$ cat src/rtl/mem_access_pkg.sv
// mem_access_pkg: shared types and helpers for the memory access unit.
//   state_t        - access FSM states
//   SZ_B/SZ_H/SZ_W - access size codes (2'b11 is illegal)
//   byte_enables() - lane enables for a size/low-address pair
//   misaligned()   - flags an access that cannot go to the bus
package mem_access_pkg;

  typedef enum logic [1:0] {
    IDLE = 2'd0,
    BUS  = 2'd1,
    DONE = 2'd2,
    ERR  = 2'd3
  } state_t;

  localparam logic [1:0] SZ_B = 2'b00;
  localparam logic [1:0] SZ_H = 2'b01;
  localparam logic [1:0] SZ_W = 2'b10;

  // Byte enables for an access of the given size starting at byte lane 'lane'.
  function automatic logic [3:0] byte_enables(input logic [1:0] size, input logic [1:0] lane);
    logic [3:0] be;
    case (size)
      SZ_B:    be = 4'b0001 << lane;
      SZ_H:    be = 4'b0011 << lane;
      SZ_W:    be = 4'b1111;
      default: be = 4'b0000;
    endcase
    return be;
  endfunction

  // True for an illegal size or an address not aligned to the access size.
  function automatic logic misaligned(input logic [1:0] size, input logic [1:0] lane);
    logic bad;
    case (size)
      SZ_B:    bad = 1'b0;
      SZ_H:    bad = lane[0];
      SZ_W:    bad = |lane;
      default: bad = 1'b1;
    endcase
    return bad;
  endfunction

  // Store data replicated across every lane the access could hit.
  function automatic logic [31:0] lane_wdata(input logic [1:0] size, input logic [31:0] wd);
    logic [31:0] w;
    case (size)
      SZ_B:    w = {4{wd[7:0]}};
      SZ_H:    w = {2{wd[15:0]}};
      default: w = wd;
    endcase
    return w;
  endfunction

endpackage

$ cat src/rtl/mem_access_unit_load_align.sv
// load_align: combinational load formatter.
//   raw_word - raw 32-bit word from the bus
//   lane     - low two address bits of the access
//   size     - access size code
//   zext     - 1 zero-extends sub-word loads, 0 sign-extends
//   data     - right-justified, extended load result
module load_align
  import mem_access_pkg::*;
(
  input  logic [31:0] raw_word,
  input  logic [1:0]  lane,
  input  logic [1:0]  size,
  input  logic        zext,
  output logic [31:0] data
);

  logic [7:0]  byte_s;
  logic [15:0] half_s;

  // Select the addressed byte and halfword lanes out of the raw word
  always_comb begin
    byte_s = 8'h00;
    half_s = 16'h0000;
    case (lane)
      2'd0:    byte_s = raw_word[7:0];
      2'd1:    byte_s = raw_word[15:8];
      2'd2:    byte_s = raw_word[23:16];
      2'd3:    byte_s = raw_word[31:24];
      default: byte_s = 8'h00;
    endcase
    if (lane[1]) begin
      half_s = raw_word[31:16];
    end else begin
      half_s = raw_word[15:0];
    end
  end

  // Extend the selected lane to 32 bits according to the access size
  always_comb begin
    data = 32'h0000_0000;
    case (size)
      SZ_B: begin
        if (zext) begin
          data = {24'h00_0000, byte_s};
        end else begin
          data = {{24{byte_s[7]}}, byte_s};
        end
      end
      SZ_H: begin
        if (zext) begin
          data = {16'h0000, half_s};
        end else begin
          data = {{16{half_s[15]}}, half_s};
        end
      end
      SZ_W:    data = raw_word;
      default: data = 32'h0000_0000;
    endcase
  end

endmodule

$ cat src/rtl/mem_access_unit.sv
// mem_access_unit: turns a single-cycle memory strobe from the controller
// into a req/ack bus transaction, stalling the controller meanwhile.
//   clk, reset             - clock, asynchronous active-low reset
//   req_*                  - access request (held by the controller until done/err)
//   stall                  - freezes the controller while an access is pending
//   done / err             - one-cycle completion / failure pulses
//   rdata                  - last completed load, aligned and extended
//   bus_req..bus_wdata     - request side of the memory bus
//   bus_ack/rdata/err      - response side of the memory bus
module mem_access_unit #(
  parameter int TIMEOUT = 16,
  parameter int AW      = 32
) (
  input  logic          clk,
  input  logic          reset,
  input  logic          req_valid,
  input  logic          req_we,
  input  logic [AW-1:0] req_adr,
  input  logic [31:0]   req_wd,
  input  logic [1:0]    req_size,
  input  logic          req_unsigned,
  output logic          stall,
  output logic          done,
  output logic          err,
  output logic [31:0]   rdata,
  output logic          bus_req,
  output logic          bus_we,
  output logic [AW-1:0] bus_adr,
  output logic [3:0]    bus_be,
  output logic [31:0]   bus_wdata,
  input  logic          bus_ack,
  input  logic [31:0]   bus_rdata,
  input  logic          bus_err
);

  import mem_access_pkg::*;

  localparam int            CW       = (TIMEOUT > 1) ? $clog2(TIMEOUT) : 1;
  localparam logic [CW-1:0] CNT_LAST = CW'(TIMEOUT - 1);
  localparam bit            TO_EN    = (TIMEOUT != 0);

  state_t          state_r, state_s;
  logic [CW-1:0]   cnt_r;
  logic            we_r;
  logic [AW-1:0]   adr_r;
  logic [31:0]     wd_r;
  logic [1:0]      size_r;
  logic            uns_r;
  logic [31:0]     rdata_r;
  logic            latch_s;
  logic            load_s;
  logic            in_bus_s;
  logic [31:0]     fmt_s;

  assign in_bus_s = (state_r == BUS);

  load_align u_load_align (
    .raw_word (bus_rdata),
    .lane     (adr_r[1:0]),
    .size     (size_r),
    .zext     (uns_r),
    .data     (fmt_s)
  );

  // Next-state logic; bus_err outranks bus_ack, which outranks the timeout
  always_comb begin
    state_s = state_r;
    latch_s = 1'b0;
    load_s  = 1'b0;
    case (state_r)
      IDLE: begin
        if (req_valid) begin
          if (misaligned(req_size, req_adr[1:0])) begin
            state_s = ERR;
          end else begin
            state_s = BUS;
            latch_s = 1'b1;
          end
        end else begin
          state_s = IDLE;
        end
      end
      BUS: begin
        if (bus_err) begin
          state_s = ERR;
        end else if (bus_ack) begin
          state_s = DONE;
          load_s  = ~we_r;
        end else if (TO_EN && (cnt_r == CNT_LAST)) begin
          state_s = ERR;
        end else begin
          state_s = BUS;
        end
      end
      DONE:    state_s = IDLE;
      ERR:     state_s = IDLE;
      default: state_s = IDLE;
    endcase
  end

  // State register
  always_ff @(posedge clk or negedge reset) begin
    if (!reset) begin
      state_r <= IDLE;
    end else begin
      state_r <= state_s;
    end
  end

  // Bus-wait counter: counts BUS cycles, clears whenever BUS is left
  always_ff @(posedge clk or negedge reset) begin
    if (!reset) begin
      cnt_r <= '0;
    end else if (in_bus_s && (state_s == BUS)) begin
      cnt_r <= cnt_r + CW'(1);
    end else begin
      cnt_r <= '0;
    end
  end

  // Request capture on acceptance, so the controller strobe may change later
  always_ff @(posedge clk or negedge reset) begin
    if (!reset) begin
      we_r   <= 1'b0;
      adr_r  <= '0;
      wd_r   <= 32'h0000_0000;
      size_r <= 2'b00;
      uns_r  <= 1'b0;
    end else if (latch_s) begin
      we_r   <= req_we;
      adr_r  <= req_adr;
      wd_r   <= req_wd;
      size_r <= req_size;
      uns_r  <= req_unsigned;
    end else begin
      we_r   <= we_r;
      adr_r  <= adr_r;
      wd_r   <= wd_r;
      size_r <= size_r;
      uns_r  <= uns_r;
    end
  end

  // Load result register; only an acknowledged load updates it
  always_ff @(posedge clk or negedge reset) begin
    if (!reset) begin
      rdata_r <= 32'h0000_0000;
    end else if (load_s) begin
      rdata_r <= fmt_s;
    end else begin
      rdata_r <= rdata_r;
    end
  end

  assign rdata     = rdata_r;
  assign done      = (state_r == DONE);
  assign err       = (state_r == ERR);
  // reset term forces stall low while reset is held even if req_valid stays up
  assign stall     = reset & ((state_r == IDLE && req_valid) || in_bus_s);
  assign bus_req   = in_bus_s;
  assign bus_we    = in_bus_s & we_r;
  assign bus_adr   = in_bus_s ? {adr_r[AW-1:2], 2'b00} : '0;
  assign bus_be    = in_bus_s ? byte_enables(size_r, adr_r[1:0]) : 4'b0000;
  assign bus_wdata = in_bus_s ? lane_wdata(size_r, wd_r) : 32'h0000_0000;

endmodule

$ cat config.mk
export PLATFORM = sky130hd
export DESIGN_NAME = mem_access_unit
export DESIGN_NICKNAME = d
export VERILOG_FILES = /design/src/rtl/mem_access_pkg.sv /design/src/rtl/mem_access_unit_load_align.sv /design/src/rtl/mem_access_unit.sv
export SDC_FILE = /design/constraint.sdc
export NUM_CORES = 1
export LEC_CHECK = 0
export ABC_AREA = 0
export CORE_AREA = 2 2 121 123
export CTS_CLUSTER_DIAMETER = 40
export DETAILED_ROUTE_END_ITERATION = 10
export DIE_AREA = 0 0 123 125
export PLACE_DENSITY_LB_ADDON = 0.08
export SYNTH_ARGS = -nofsm -noshare
export SYNTH_HDL_FRONTEND = slang
export SYNTH_SLANG_ARGS = --single-unit
$ cat constraint.sdc
create_clock -name clk -period 1.75 [get_ports clk]
set_input_delay 0.35 -clock clk [delete_from_list [all_inputs] [get_ports clk]]
set_output_delay 0.35 -clock clk [all_outputs]
set_load 0.01 [all_outputs]
# Word level (Yosys, flattened, before mapping)
# Index checks and enable logic that the tools add are counted.
op_classes:
  add_sub_neg: 1
  eq_ne: 12
  shifts: 2
  mux: 26
  bitwise_logic: 3
  n_reduce_logical: 9
op_table:
  columns: ["op", "n"]
  rows:
  - ["$mux W32", 4]
  - ["$pmux W32 S3", 1]
  - ["$pmux W32 S2", 1]
  - ["$pmux W8 S4", 1]
  - ["$mux W16", 1]
  - ["$eq A2 B2 Y1 const B", 6]
  - ["$pmux W4 S3", 1]
  - ["$eq A2 B1 Y1 const B", 5]
  - ["$mux W2", 5]
  - ["$logic_not A2 Y1", 4]
  - ["$mux W1", 8]
  - ["$mux W4", 2]
  - ["$pmux W2 S3", 1]
  - ["$add A4 B1 Y4 const B", 1]
  - ["$eq A4 B4 Y1 const B", 1]
  - ["$reduce_or A2 Y1", 2]
  - ["$shl A1 B2 Y4 const A", 1]
  - ["$shl A2 B2 Y4 const A", 1]
  - ["$pmux W1 S3", 1]
  - ["$and A1 B1 Y1", 2]
  - ["$logic_and A1 B1 Y1", 2]
  - ["$logic_or A1 B1 Y1", 1]
  - ["$not A1 Y1", 1]
totals:
  register_bits: 106
  input_bits: 105
  output_inout_bits: 105
  wordCells: 61

# Logic depth before layout (Yosys ltp)
depth:
  word_depth: 10
  ltp_mapped: 7
  depth_no_buf: 4

# Modules after synthesis
# From an unflattened synthesis, not the netlist that was laid out.
hier_totals:
  cells_unflattened: 501
  area_unflattened_um2: 5909.4
modules_own_cells:
  columns: ["mod", "n_inst", "cells_per_inst", "area_each_um2", "seq_area_each_um2"]
  rows:
  - ["mem_access_unit", 1, 377, 4850.9, 2652.5]
  - ["load_align", 1, 124, 1058.5, 0.0]

# Least setup slack after synthesis
# No wires, ideal clock.
synth_timing:
  path_type: "input port to flip-flop"
  start: "input req_size[0]"
  end: "register adr_r[24]"
  setup_time_ps: 125
  arrival_time_ps: 1739
  required_time_ps: 1625
  setup_slack_ps: -114
  cell_stages: 7
  path_buffers: 3
  cell_sequence: "nor3_1 > nor2_1 > or4b_1 > buf_2 > buf_6 > buf_6 > mux2_4"
synth_between:
  elab_chain_len: 7
  word_cells_on_any_way: 9
  classes_between: "eq/ne: 2; mux: 6; reduce/logical: 1"
synth_lines:
  columns: ["element", "line_no", "rtl"]
  rows:
  - ["start: declaration", "mem_access_unit.sv:20", "input logic [1:0] req_size,"]
  - ["$eq A2 B2 Y1, or another cell as far along", "mem_access_pkg.sv:34", "case (size)"]
  - ["$pmux W1 S3 (*)", "mem_access_pkg.sv:34", null]
  - ["$mux W1 (*)", "mem_access_unit.sv:72", "if (req_valid) begin"]
  - ["$mux W1 (*)", "mem_access_unit.sv:70", "case (state_r)"]
  - ["$mux W1 (*)", "mem_access_unit.sv:73", "if (misaligned(req_size, req_adr[1:0])) begin"]
  - ["$mux W1 (*)", "mem_access_unit.sv:72", null]
  - ["$mux W1 (*)", "mem_access_unit.sv:70", null]
  - ["end signal: assignment", "mem_access_unit.sv:131", "adr_r <= req_adr;"]
  - ["end signal: assignment", "mem_access_unit.sv:137", "adr_r <= adr_r;"]
  - ["end: declaration", "mem_access_unit.sv:45", "logic [AW-1:0] adr_r;"]
# Every way passes the cells marked *; elsewhere a longest branch is shown, timed or not. The select of a mux whose other input is x is not followed.
# A chain may end at the register's enable or synchronous reset.

# Worst setup path after layout
layout_timing:
  start: "register size_r[1]"
  end: "output bus_wdata[9]"
layout_between:
  elab_chain_len: 3
  word_cells_on_any_way: 4
  classes_between: "eq/ne: 1; mux: 2; reduce/logical: 1"
layout_lines:
  columns: ["element", "line_no", "rtl"]
  rows:
  - ["start: declaration", "mem_access_unit.sv:47", "logic [1:0] size_r;"]
  - ["start signal: assignment", "mem_access_unit.sv:133", "size_r <= req_size;"]
  - ["start signal: assignment", "mem_access_unit.sv:139", "size_r <= size_r;"]
  - ["$eq A2 B1 Y1 / $logic_not A2 Y1 (equally long branches)", "mem_access_pkg.sv:46", "case (size)"]
  - ["$pmux W32 S2 (*)", "mem_access_pkg.sv:46", null]
  - ["$mux W32 (*)", "mem_access_unit.sv:164", "assign bus_wdata = in_bus_s ? lane_wdata(size_r, wd_r) : 32'h0000_0000;"]
  - ["end: declaration", "mem_access_unit.sv:30", "output logic [31:0] bus_wdata,"]
# Every way passes the cells marked *; elsewhere a longest branch is shown, timed or not.

==> results_dict.tcl <==
set metrics [dict create \
    status "finished, violations left" \
    violations "setup timing" \
    cts_buffers 9 \
    synth_top_area_share_pct 46.5 \
    antenna_found_initial 0 \
    path_clk_slew_ns 0.07 \
    drtIter0Drc 404 \
    dr.pass1.iters 5 \
    die_y_um 125 \
    n_antenna_cell 0 \
    rrSetupSlack_ns -0.13 \
    gp_congestion 0.868 \
    relSlewSlack_pct 60.4 \
    critical_path.max_fanout 8 \
    grt_usage_pct 23.3 \
    synth_largest_area_cell "dfrtp_1" \
    cts_buffer_depth 2 \
    grt_overflow 0 \
    synth_edf_count 0 \
    r2r-start "state_r[0]" \
    dp_hpwl_mm 12.5 \
    cts.sinks 106 \
    async_reset_ff_share_pct 100 \
    io_buffers 207 \
    grt_pass1_wl_mm 27.8 \
    final_util_pct 71.2 \
    netlist_area_um2 5700 \
    yosys_warnings 0 \
    root_buffer "clkbuf_16" \
    grtUsageMet3_pct 5.75 \
    drv_cap 0 \
    whs_ns 0.0801 \
    powerDensity_nw_per_um2 1850 \
    met2_usage_pct 36.5 \
    tightest_slew_ns 0.594 \
    power_mw 18.7 \
    p_leak_nw 4.56 \
    grt_max_degree 107 \
    critPathArrivalTime_ns 1.61 \
    drv_slew 0 \
    final_nets 942 \
    tritoncts "built" \
    grtUsageMet1_pct 31.3 \
    drive_gt1_share_pct 49.0 \
    fp.dieW_um 123 \
    fin_cells 1024 \
    reg2reg_depth 4 \
    crit_path_start_kind "register" \
    avgSynthCellArea_um2 10.7 \
    synth_most_common_cell "dfrtp_1" \
    worstSetupEndpointType "output pin" \
    routed_wl_mm 21.0 \
    start_util_pct 40.1 \
    post_drt_wl_per_cell_um 20.5 \
    ys.flop_type "dfrtp_1" \
    synth-seq-area-share_pct 46.5 \
    grt_pass1_vias 5301 \
    timing.final.crit_share_pct 112 \
    synth.distinct_cells 40 \
    ioPinCount 210 \
    clock_latency_ns 0.36 \
    fillCellCount 1063 \
    crit_type "reg -> out" \
    dieArea_um2 15400 \
    routed_via_density 5.33 \
    fin_ws_ns -0.209 \
    rows 44 \
    h-tree-depth 3 \
    r2r-end "size_r[0]" \
    synth_cells 535 \
    dp.cells 967 \
    synthTopCellsByArea "dfrtp_1 (47%), mux2_2 (9.5%), mux2i_1 (6.0%)" \
    ctsHoldBuffers 0 \
    remaining_drc_errors 0 \
    finClkSkew_ns 0.00738 \
    area_growth_pct 77.3 \
    max-vdd-ir-drop_mv 0.921 \
    via_count 5456 \
    cp.required_ns 1.40 \
    postRouteAntennaNets 0 \
    ys_ff_latch 106 \
    core-area_um2 14200 \
    hold_path_class "in -> async" \
    finalHoldViolCount 0 \
    rsz0062_at_grt "yes" \
    busiest_layer "met2" \
    max_freq_ghz 0.511 \
    setup_viol 139 \
    ys_top_cells_by_count "dfrtp_1 (106), nor2_1 (52), mux2_2 (48)" \
    timing.final.crit_period_ns 1.96 \
]
[cell type report]
type                            count  area [µm²]  share of cell area [%]
Timing Repair Buffer              331        3520                    34.8
Multi-Input combinational cell    381        3360                    33.3
Sequential cell                   106        2660                    26.3
Clock buffer                       11         243                    2.40
Tap cell                          184         230                    2.28
Clock inverter                      4        51.3                   0.508
Inverter                            6        35.0                   0.347
Timing Repair inverter              1        8.76                  0.0867
[cell usage in the layout (no fill, tap or decap), types with 3 or more instances in the layout]
| cell | count |
|---|---|
| clkbuf_16 | 22 |
| buf_16 | 4 |
| nor2_1 | 42 |
| o21ai_1 | 20 |
| nand2_1 | 32 |
| buf_6 | 66 |
| mux2i_1 | 26 |
| dfrtp_1 | 102 |
| dfrtp_2 | 4 |
| nor2_4 | 7 |
| buf_12 | 13 |
| a22o_1 | 16 |
| mux2_2 | 47 |
| inv_1 | 4 |
| mux2_4 | 21 |
| or2_4 | 7 |
| buf_2 | 25 |
| a22oi_2 | 7 |
| and2_4 | 39 |
| mux2i_4 | 3 |
| buf_8 | 5 |
| a21oi_2 | 8 |
| o21ai_4 | 5 |
| o21ai_0 | 6 |
| o21ai_2 | 12 |
| a211oi_2 | 7 |
| dlygate4sd2_1 | 3 |
| buf_4 | 70 |
| nor2_2 | 3 |
| clkdlybuf4s50_1 | 130 |
| a21oi_1 | 25 |
| mux2i_2 | 5 |
| mux4_2 | 8 |
[routing by layer]
metal | wire length (µm) | up-vias
met3 | 1500 | 40
met5 | 0 | -
li1 | - | 2483
met4 | 549 | 0
met2 | 10100 | 223
met1 | 8820 | 2710
[metrics by stage]
stage	setup slack [ns]	setup TNS, ns	cell area (µm²)
after floorplan	-0.0841	-1.68	5730
after global placement	-0.503	-49.15	8540
after detailed placement	-0.515	-50.17	8540
after CTS	-0.165	-12.84	8920
after global routing	-0.279	-17.29	10100
final	-0.209	-11.00	10100
[worst max path at each step]
stage	from	end	slack [ns]
5_1_grt	size_r[0]	bus_wdata[30]	-0.28
3_3_place_gp	req_size[0]	wd_r[5]	-0.50
6_report	size_r[1]	bus_wdata[9]	-0.21
2_1_floorplan	req_size[0]	adr_r[24]	-0.08
4_1_cts	state_r[0]	adr_r[22]	-0.17
3_5_place_dp	req_size[0]	wd_r[5]	-0.51
[worst max-delay path, cell delays in order, from the launching register on]
cell	delay [ns]
dfrtp_2	0.50
buf_6	0.16
buf_8	0.13
buf_4	0.14
o21ai_2	0.11
a21oi_1	0.08
buf_2	0.14
[repair_timing]
action                     in CTS  in global routing
cloned                          4                 21
resized for setup             367                204
setup endpoints to repair     169                170
pin swaps                       7                 80
setup buffers                  12                  9
[sequential cells by signal (all words and copies together) (netlist names)]
signal	flops
adr_r	32
uns_r	1
size_r	2
state_r	2
wd_r	32
cnt_r	4
we_r	1
rdata	32
[power breakdown]
| part | leakage, nW | switching, mW | internal (mW) |
|---|---|---|---|
| Clock | 0.142 | 0.929 | 1.15 |
| Sequential | 1.28 | 1.01 | 3.62 |
| Combinational | 3.14 | 5.14 | 6.90 |
| Total | 4.56 | 7.08 | 11.7 |
[cells by family (layout without fill, tap and decap cells)]
| family | Yosys count | in the layout | share of synthesized area (%) |
|---|---|---|---|
| AND/OR/NAND/NOR | 151 | 152 | 12.8 |
| AO/OA/AOI/OAI | 113 | 114 | 12.0 |
| multiplexers | 110 | 110 | 23.9 |
| flip-flops | 106 | 106 | 46.5 |
| buffers and inverters | 51 | 353 | 4.15 |
| XOR/XNOR | 2 | 2 | 0.307 |
| adder cells (fa/ha/maj) | 1 | 1 | 0.220 |
| other | 1 | 2 | 0.0658 |
Note: power is estimated with default switching activity, not from simulation.
